--- config.mk ---
export PLATFORM = sky130hd
export DESIGN_NAME = logic_eval_pipe
export DESIGN_NICKNAME = d
export VERILOG_FILES = /design/src/rtl/logic_eval_pipe.sv
export SDC_FILE = /design/constraint.sdc
export NUM_CORES = 1
export LEC_CHECK = 0
export CORE_MARGIN = 1.5
export CORE_UTILIZATION = 51
export DETAILED_ROUTE_END_ITERATION = 12
export PLACE_DENSITY = 0.8
export SKIP_LAST_GASP = 1
export SLEW_MARGIN = 20
export SYNTH_ARGS = -nofsm -noshare
export SYNTH_HDL_FRONTEND = slang
export SYNTH_SLANG_ARGS = --single-unit
--- constraint.sdc ---
create_clock -name clk -period 4.4 [get_ports clk]
set_input_delay 0.44 -clock clk [delete_from_list [all_inputs] [get_ports clk]]
set_output_delay 0.44 -clock clk [all_outputs]
set_load 0.02 [all_outputs]
--- src/rtl/logic_eval_pipe.sv ---
// ---------------------------------------------------------------------------
// logic_eval_pipe
//
// Two-stage valid/ready pipeline that evaluates a selectable three-input
// boolean function independently on each of WIDTH bit lanes and reports the
// population count of the result alongside it.
//
//   Stage S1 : captures operands a, b, c and the function select (mode).
//   Stage S2 : holds the per-lane result f and its popcount (ones).
//
// Ports
//   clk        in   single clock, rising edge
//   rst_n      in   synchronous reset, active low
//   in_valid   in   upstream offers a/b/c/mode
//   in_ready   out  offer is accepted this cycle
//   a, b, c    in   WIDTH-bit operands, lane i uses bit i of each
//   mode       in   0: a|(b&c)  1: a&(b|c)  2: majority  3: a^b^c
//   out_valid  out  f/ones hold a result
//   out_ready  in   downstream accepts the result this cycle
//   f          out  WIDTH-bit per-lane result
//   ones       out  number of 1 bits in f
//   res_cnt    out  CW-bit wrapping count of results taken downstream
// ---------------------------------------------------------------------------
module logic_eval_pipe #(
  parameter int WIDTH = 8,
  parameter int CW    = 16,
  localparam int OW   = $clog2(WIDTH + 1)
) (
  input  logic             clk,
  input  logic             rst_n,
  input  logic             in_valid,
  output logic             in_ready,
  input  logic [WIDTH-1:0] a,
  input  logic [WIDTH-1:0] b,
  input  logic [WIDTH-1:0] c,
  input  logic [1:0]       mode,
  output logic             out_valid,
  input  logic             out_ready,
  output logic [WIDTH-1:0] f,
  output logic [OW-1:0]    ones,
  output logic [CW-1:0]    res_cnt
);

  // -------------------------------------------------------------------------
  // State
  // -------------------------------------------------------------------------
  logic             s1_valid_q, s1_valid_d;
  logic [WIDTH-1:0] s1_a_q, s1_a_d;
  logic [WIDTH-1:0] s1_b_q, s1_b_d;
  logic [WIDTH-1:0] s1_c_q, s1_c_d;
  logic [1:0]       s1_mode_q, s1_mode_d;

  logic             s2_valid_q, s2_valid_d;
  logic [WIDTH-1:0] f_q, f_d;
  logic [OW-1:0]    ones_q, ones_d;

  logic [CW-1:0]    res_cnt_q, res_cnt_d;

  // -------------------------------------------------------------------------
  // Flow control. A stage may load when it is empty or when the stage ahead
  // of it is moving, so in_ready depends only on the two valid flags and
  // out_ready -- never on in_valid.
  // -------------------------------------------------------------------------
  logic s2_adv;
  logic s1_adv;
  logic out_xfer;

  assign s2_adv   = ~s2_valid_q | out_ready;
  assign s1_adv   = ~s1_valid_q | s2_adv;
  assign out_xfer = s2_valid_q & out_ready;

  assign in_ready  = s1_adv;
  assign out_valid = s2_valid_q;
  assign f         = f_q;
  assign ones      = ones_q;
  assign res_cnt   = res_cnt_q;

  // -------------------------------------------------------------------------
  // Per-lane function evaluation from the S1 operands
  // -------------------------------------------------------------------------
  for (genvar gi = 0; gi < WIDTH; gi++) begin : g_lane
    logic la, lb, lc;
    logic f_or_and;
    logic f_and_or;
    logic f_maj;
    logic f_xor;

    assign la = s1_a_q[gi];
    assign lb = s1_b_q[gi];
    assign lc = s1_c_q[gi];

    assign f_or_and = la | (lb & lc);
    assign f_and_or = la & (lb | lc);
    assign f_maj    = (la & lb) | (la & lc) | (lb & lc);
    assign f_xor    = la ^ lb ^ lc;

    always_comb begin
      f_d[gi] = 1'b0;
      unique case (s1_mode_q)
        2'd0:    f_d[gi] = f_or_and;
        2'd1:    f_d[gi] = f_and_or;
        2'd2:    f_d[gi] = f_maj;
        default: f_d[gi] = f_xor;
      endcase
    end
  end

  // Popcount of the freshly computed result; registered with f so the two
  // outputs always describe the same transfer.
  always_comb begin
    ones_d = '0;
    for (int i = 0; i < WIDTH; i++) begin
      ones_d = ones_d + OW'(f_d[i]);
    end
  end

  // -------------------------------------------------------------------------
  // Next-state selection
  // -------------------------------------------------------------------------
  always_comb begin
    s1_valid_d = s1_valid_q;
    s1_a_d     = s1_a_q;
    s1_b_d     = s1_b_q;
    s1_c_d     = s1_c_q;
    s1_mode_d  = s1_mode_q;
    if (s1_adv) begin
      // Operands are loaded even without in_valid so S1 data is always a
      // defined value; only s1_valid decides whether it is a real entry.
      s1_valid_d = in_valid;
      s1_a_d     = a;
      s1_b_d     = b;
      s1_c_d     = c;
      s1_mode_d  = mode;
    end
  end

  always_comb begin
    s2_valid_d = s2_valid_q;
    if (s2_adv) begin
      s2_valid_d = s1_valid_q;
    end
  end

  always_comb begin
    res_cnt_d = res_cnt_q;
    if (out_xfer) begin
      res_cnt_d = res_cnt_q + 1'b1;
    end
  end

  // -------------------------------------------------------------------------
  // Registers
  // -------------------------------------------------------------------------
  always_ff @(posedge clk) begin
    if (!rst_n) begin
      s1_valid_q <= 1'b0;
      s1_a_q     <= '0;
      s1_b_q     <= '0;
      s1_c_q     <= '0;
      s1_mode_q  <= '0;
      s2_valid_q <= 1'b0;
      f_q        <= '0;
      ones_q     <= '0;
      res_cnt_q  <= '0;
    end else begin
      s1_valid_q <= s1_valid_d;
      s1_a_q     <= s1_a_d;
      s1_b_q     <= s1_b_d;
      s1_c_q     <= s1_c_d;
      s1_mode_q  <= s1_mode_d;
      s2_valid_q <= s2_valid_d;
      if (s2_adv) begin
        f_q    <= f_d;
        ones_q <= ones_d;
      end
      res_cnt_q <= res_cnt_d;
    end
  end

endmodule

==> results of run 1 <==
==> sequential cells by signal (all words and copies together) (netlist names) <==
signal and count:
out_valid 1, s1_a_q 8, s1_mode_q 2, s1_c_q 8
res_cnt 16, ones 4, s1_valid_q 1, f 8
s1_b_q 8
==> area by class of cell <==
cell class	count	area share, %
multi-input combinational	264	44.41
sequential	56	31.81
timing repair buffer	63	17.61
clock buffer	7	2.733
tap	70	2.485
inverter	9	0.9585
==> through the flow <==
stage	cell area, µm²	total power, µW	setup slack (ns)
CTS	3525	1134	0.6939
floorplan	2806	737.9	0.8138
global placement	3428	826.1	0.8101
global route	3525	1188	0.4561
detailed placement	3428	839.2	0.7134
finish	3525	1122	0.6940
==> cell usage in the layout, fill, tap and decap left out, types with 2 or more instances in the layout <==
cell type         n
o21ai_0          26
buf_4             4
or3_1             3
xnor2_1           4
a21oi_1          34
clkbuf_8          7
o211a_1           8
clkdlybuf4s50_1  59
ha_1             12
xor2_1           15
nand3_1           5
nand2_1          81
nor2_1           24
nor3_1            2
dfxtp_1          56
o211ai_1          9
a31oi_1           8
o31ai_1           2
fa_1              4
inv_1             8
a22oi_1           7
nand4_1           5
==> worst max-delay path: stages (launching register included) <==
cell and delay (ns):
dfxtp_1 0.34, ha_1 0.30, xor2_1 0.14, nand2_1 0.06
o211ai_1 0.11, o21ai_0 0.17, fa_1 0.55, fa_1 0.54
fa_1 0.40, inv_1 0.07, ha_1 0.17, inv_1 0.06
fa_1 0.37, xnor2_1 0.14, nand2_1 0.07, a21oi_1 0.14
==> how the worst max path moves through the flow <==
| stage | to | slack, ns | from | depth (start not counted) |
|---|---|---|---|---|
| after global placement | ones[2] | 0.81 | s1_a_q[0] | 15 |
| after global routing | ones[2] | 0.46 | s1_b_q[3] | 15 |
| after CTS | ones[2] | 0.69 | s1_b_q[0] | 15 |
| after detailed placement | ones[2] | 0.71 | s1_b_q[0] | 15 |
| final | ones[2] | 0.69 | s1_b_q[0] | 15 |
| after floorplan | ones[2] | 0.81 | s1_mode_q[1] | 15 |
==> routing by layer <==
metal | part of all wire [%] | wire [µm]
met1 | 48 | 2813
met2 | 46 | 2695
met3 | 4.5 | 264
met4 | 2.1 | 124
met5 | 0 | 0
==> kinds of logic after synthesis <==
logic type,after synthesis
xor gates and xnor gates,19
DFF,56
adders and majority gates,16
muxes,1
and+or+nand+nor,131
buffers and inverters,29
AOI/OAI and AO/OA,97
==> synth_stat cells (2+ instances only) <==
cell type,n,area (µm²)
a21oi_1,34,170.2
a22oi_1,7,52.55
a31oi_1,8,50.05
buf_2,3,15.01
clkbuf_1,15,56.30
dfxtp_1,56,1121
fa_1,4,80.08
ha_1,12,150.1
inv_1,8,30.03
nand2_1,81,304.0
nand3_1,5,25.02
nand4_1,5,31.28
nor2_1,24,90.09
nor3_1,2,10.01
o211a_1,8,80.08
o211ai_1,9,67.56
o21ai_0,26,130.1
o31ai_1,2,15.01
or3_1,3,18.77
xnor2_1,4,35.03
xor2_1,15,131.4
==> power by group through the flow <==
stage / Sequential, µW / Clock (µW) / Combinational [µW]
finish: 568 / 295 / 259
detailed placement: 579 / 0 / 260
CTS: 568 / 305 / 261
floorplan: 595 / 0 / 143
global route: 573 / 326 / 289
global placement: 577 / 0 / 249
==> out/metrics.cfg, run 1 <==
[grt]
grt-ovfl-total=0
grt_pass1_wl_mm=10.11
grtUsageMet1_pct=26.88
grtUsageMet3_pct=4.167
grt_usage_pct=20.83
grt.busiest_layer=met2
grt_pass1_vias=2227
grtUsageMet2_pct=34.12
grt_max_degree=48
grt_antenna_before_repair=0

[timing]
final_hold_viol_count=0
timing.hold.ws_ns=0.4558
tightest_slew_ns=0.5918
skew_ns=0.005160
max_freq_mhz=269.8
maxSlewViolCount=0
post-route-period-util_pct=84.23
rsz0062_at_grt=no
setup_viol=0
maxSlewHeadroom_pct=60.49
period_minus_slack_ns=3.706
setup_tns_ns=0

[setup_path]
critPathRequiredTime_ns=4.64
arrival_ns=3.95
r2r-end=ones[2]
r2r_slack_ns=0.69
setup.worst_path.class=reg2reg
worstSetupStartpointType=register
r2r_cells=15
r2r-start=s1_b_q[0]
end_kind=register
path_max_fanout=4

[floorplan]
core_region_area_um2=5205
rows=26
die_x_um=77.18
ios=60
die-area_um2=5957
die_h_um=77.18
initial_core_util_pct=53.92

[drt]
vias_per_cell=5.412
ant_nets=0
drtIter0Drc=100
drcViolationCount=0
wl_mm=5.898
routedWlPerCell_um=12.58
vias=2538
dr.pass1.iters=4

[logic_synthesis]
synth-seq-cells=56
yosysSeqAreaShare_pct=39.95
synth_cells=349
synth.cell_area_um2=2806
synth-adder-area-share_pct=8.203
synth-compound-area-share_pct=20.95
synthXorXnorAreaFrac_pct=5.930
synthFlopType=dfxtp_1
synth_edf_count=0
synth_fp_nets=395
async_flop_share_pct=0
synthSimpleGateAreaFrac_pct=20.33
synth_top_family_by_area=compound AO/OA/AOI/OAI gates
syn_avg_cell_area_um2=8.041
ys_types=39
muxShareOfSynthArea_pct=0.3567
yosys_warnings=0

[power_and_ir_drop]
power.leakage_uw=0.001460
p_comb_share_pct=23.1
power_density_nw_per_um2=318.2
p_int_uw=809.9
p_switching_uw=311.7
peakVddDrop_mv=0.1759
power.switching_fraction_pct=27.79
p_clk_share_pct=26.3
pwr-share-seq_pct=50.6

[clock_tree]
path_clk_slew_ns=0.09
h-tree-depth=2
cts-root-buf=clkbuf_8
cts.sinks=56
post_cts_buffers=0
clk_latency_ns=0.31
postCtsHoldBufs=0
cts_resized=0
cts_tree=built
cts_buffers=5
ctsLongestPathBuffers=2

[min_path]
holdPathEnd=ones[0]
hp-start=ones[0]
hp-class=reg2reg
min_path_cells=2

[final_layout]
regArea_um2=1121
fin_cells=469
area_delta_synth_final_pct=25.59
insertedDiodeCount=0
post-route-util_pct=67.72
fill_cells=455
drive_above_1_share_pct=4.261
multi_input_comb_area_um2=1565
nets=445

[run_status]
status=complete, no violations

[place]
post-place-cells=462
portBuffers=59
routabilityCongestion=0.8142
post-dp-hpwl_mm=4.335

[job]
maxCapViolations=0

Note: power is estimated with default switching activity, not from simulation.
==> run 2, diff against run 1 <==
==> constraint.sdc (replaced) <==
create_clock -name clk -period 3.59 [get_ports clk]
set_input_delay 0.359 -clock clk [delete_from_list [all_inputs] [get_ports clk]]
set_output_delay 0.359 -clock clk [all_outputs]
set_load 0.02 [all_outputs]
==> out/metrics.cfg, run 2 (synthesized netlist as in run 1, its figures left out) <==
[place]
portBuffers=59
post-dp-hpwl_mm=4.409
routabilityCongestion=0.8177
placed_cell_area_um2=3478

[floorplan]
ios=60
die_h_um=77.18
core_region_area_um2=5205
rows=26
die-area_um2=5957
initial_core_util_pct=53.92
die_x_um=77.18

[drt]
drcViolationCount=0
ant_nets=0
routedWlPerCell_um=12.82
vias=2548
wl_mm=6.143
vias_per_cell=5.319
dr.pass1.iters=4
drtIter0Drc=101

[setup_path]
arrival_ns=3.80
crit_cells=15
cp_top_family=adder cells
worstSetupStartpointType=register
path_buf_inv=2
setup.worst_path.class=reg2reg
end_kind=register
r2r-start=s1_b_q[0]
r2r_cells=15
cp_cell_sequence=ha_4, xor2_1, nand2_1, o211ai_1, o21ai_1, fa_1, fa_1, fa_1, inv_1, ha_2, inv_2, fa_1, xnor2_1, nand2_1, a21oi_1
crit_end=ones[2]
r2r-end=ones[2]
cp_slowest_stage_delay_ns=0.57
r2r_slack_ns=0.04
cp-startpoint=s1_b_q[0]
cp_common_cell=fa_1
path_max_fanout=2
cp_slowest_cell=fa_1
critPathRequiredTime_ns=3.85

[final_layout]
area_delta_synth_final_pct=29.16
insertedDiodeCount=0
final_common_cell=nand2_1
final_cell_mix=nand2_1, clkdlybuf4s50_1, dfxtp_1
fill_cells=442
nets=454
largest_reg_flops=16
stdcell_area_um2=3625
drive_above_1_share_pct=8.313

[grt]
grt_pass1_vias=2237
grt_pass1_wl_mm=10.09
grt_max_degree=28
grt_antenna_before_repair=0
grt_usage_pct=20.64
grt-ovfl-total=0

[timing]
period_minus_slack_ns=3.545
tightest_slew_ns=0.7181
timing.hold.ws_ns=0.4598
skew_ns=0.01148
setup_tns_ns=0
rsz0062_at_grt=yes
final_hold_viol_count=0
maxSlewViolCount=0
setup_viol=0
maxSlewHeadroom_pct=52.07
max_freq_mhz=282.1
post-route-period-util_pct=98.75

[clock_tree]
clk_latency_ns=0.32
ctsLongestPathBuffers=2
cts_buffers=5
cts_tree=built
path_clk_slew_ns=0.10
cts-root-buf=clkbuf_8
h-tree-depth=2
cts.sinks=56

[run_status]
status=complete, no violations

[job]
maxCapViolations=0

[power_and_ir_drop]
peakVddDrop_mv=0.2154
power.leakage_uw=0.001498
power_uw=1394
power_density_nw_per_um2=384.5

[min_path]
min_path_cells=2
hp-class=reg2reg

==> run 2: changes by cell type in the layout (fill, tap and decap cells not counted), sizes merged <==
cell      before  now
clkinv         0    1
clkbuf         7    5
clkinvlp       0    2
buf            4   13
==> run 2: per-layer routing <==
metal	part of all wire, %	track usage, %
met5	0	0
met2	48	35.26
met1	48	26.31
met4	1.3	7.455
met3	3.0	2.976
==> run 2: worst min path at each step <==
| stage | start | slack (ns) | end |
|---|---|---|---|
| finish | ones[0] | 0.46 | ones[0] |
| global route | ones[2] | 0.48 | ones[2] |
| CTS | ones[0] | 0.46 | ones[0] |
| detailed placement | ones[0] | 0.45 | ones[0] |
| global placement | s1_valid_q | 0.44 | out_valid |
| floorplan | s1_valid_q | 0.43 | out_valid |
==> run 2: area by class of cell <==
class / instances / area (µm²) / share of cell area [%]
clock buffers: 5 / 68.82 / 1.899
repair buffers: 72 / 700.7 / 19.33
multi-input cells: 264 / 1585 / 43.73
inverters: 9 / 33.78 / 0.9320
well taps: 70 / 87.58 / 2.416
clock inverters: 3 / 23.77 / 0.6559
flip-flops and latches: 56 / 1125 / 31.03
==> run 2: stage by stage <==
| step | worst slack, ns | cells | util, % |
|---|---|---|---|
| floorplan | 0.003843 | 349 | - |
| global placement | 0.03840 | 467 | 66.83 |
| detailed placement | -0.04444 | 467 | 66.83 |
| CTS | 0.02176 | 476 | 68.75 |
| global route | -0.1399 | 479 | 69.64 |
| finish | 0.04470 | 479 | 69.64 |
==> run 2: tightest hold or removal path: cells and delay by family, from the launching register on <==
family | cells | cell delay, ns
flip-flops | 1 | 0.33
AND/OR/NAND/NOR | 1 | 0.05
AO/OA/AOI/OAI | 1 | 0.05
==> run 2: what timing repair did <==
action	4_1_cts	5_1_grt
cloned	0	0
hold endpoints to repair	0	0
setup buffers	1	3
pin swaps	2	2
setup endpoints to repair	2	2
gates resized for setup	2	8
hold buffers	0	0
==> run 2: power breakdown <==
part | switching [µW] | internal [µW] | leakage (µW)
clock network | 217 | 139 | 0.0000404
registers | 33.4 | 662 | 0.000462
logic | 165 | 177 | 0.000996
==> run 3, diff against run 2 <==
--- a/config.mk
+++ b/config.mk
@@ -8,6 +8,7 @@
 export CORE_MARGIN = 1.5
 export CORE_UTILIZATION = 51
 export DETAILED_ROUTE_END_ITERATION = 12
+export GPL_ROUTABILITY_DRIVEN = 1
 export PLACE_DENSITY = 0.8
 export SKIP_LAST_GASP = 1
 export SLEW_MARGIN = 20
==> constraint.sdc (replaced) <==
create_clock -name clk -period 4.3 [get_ports clk]
set_input_delay 0.43 -clock clk [delete_from_list [all_inputs] [get_ports clk]]
set_output_delay 0.43 -clock clk [all_outputs]
set_load 0.02 [all_outputs]
==> results of run 3 <==
Same layout as run 1 (identical final DEF). Status: complete, no violations.
Among the figures that moved: final weighted congestion in routability-driven placement 0.8142 -> 0.8124; setup slack after placement 0.7134 ns -> 0.6134 ns; setup slack after layout 0.6940 ns -> 0.5940 ns; register-to-register setup slack 0.69 ns -> 0.59 ns; total power 1122 µW -> 1148 µW; worst IR drop on VDD 0.1759 mV -> 0.1800 mV
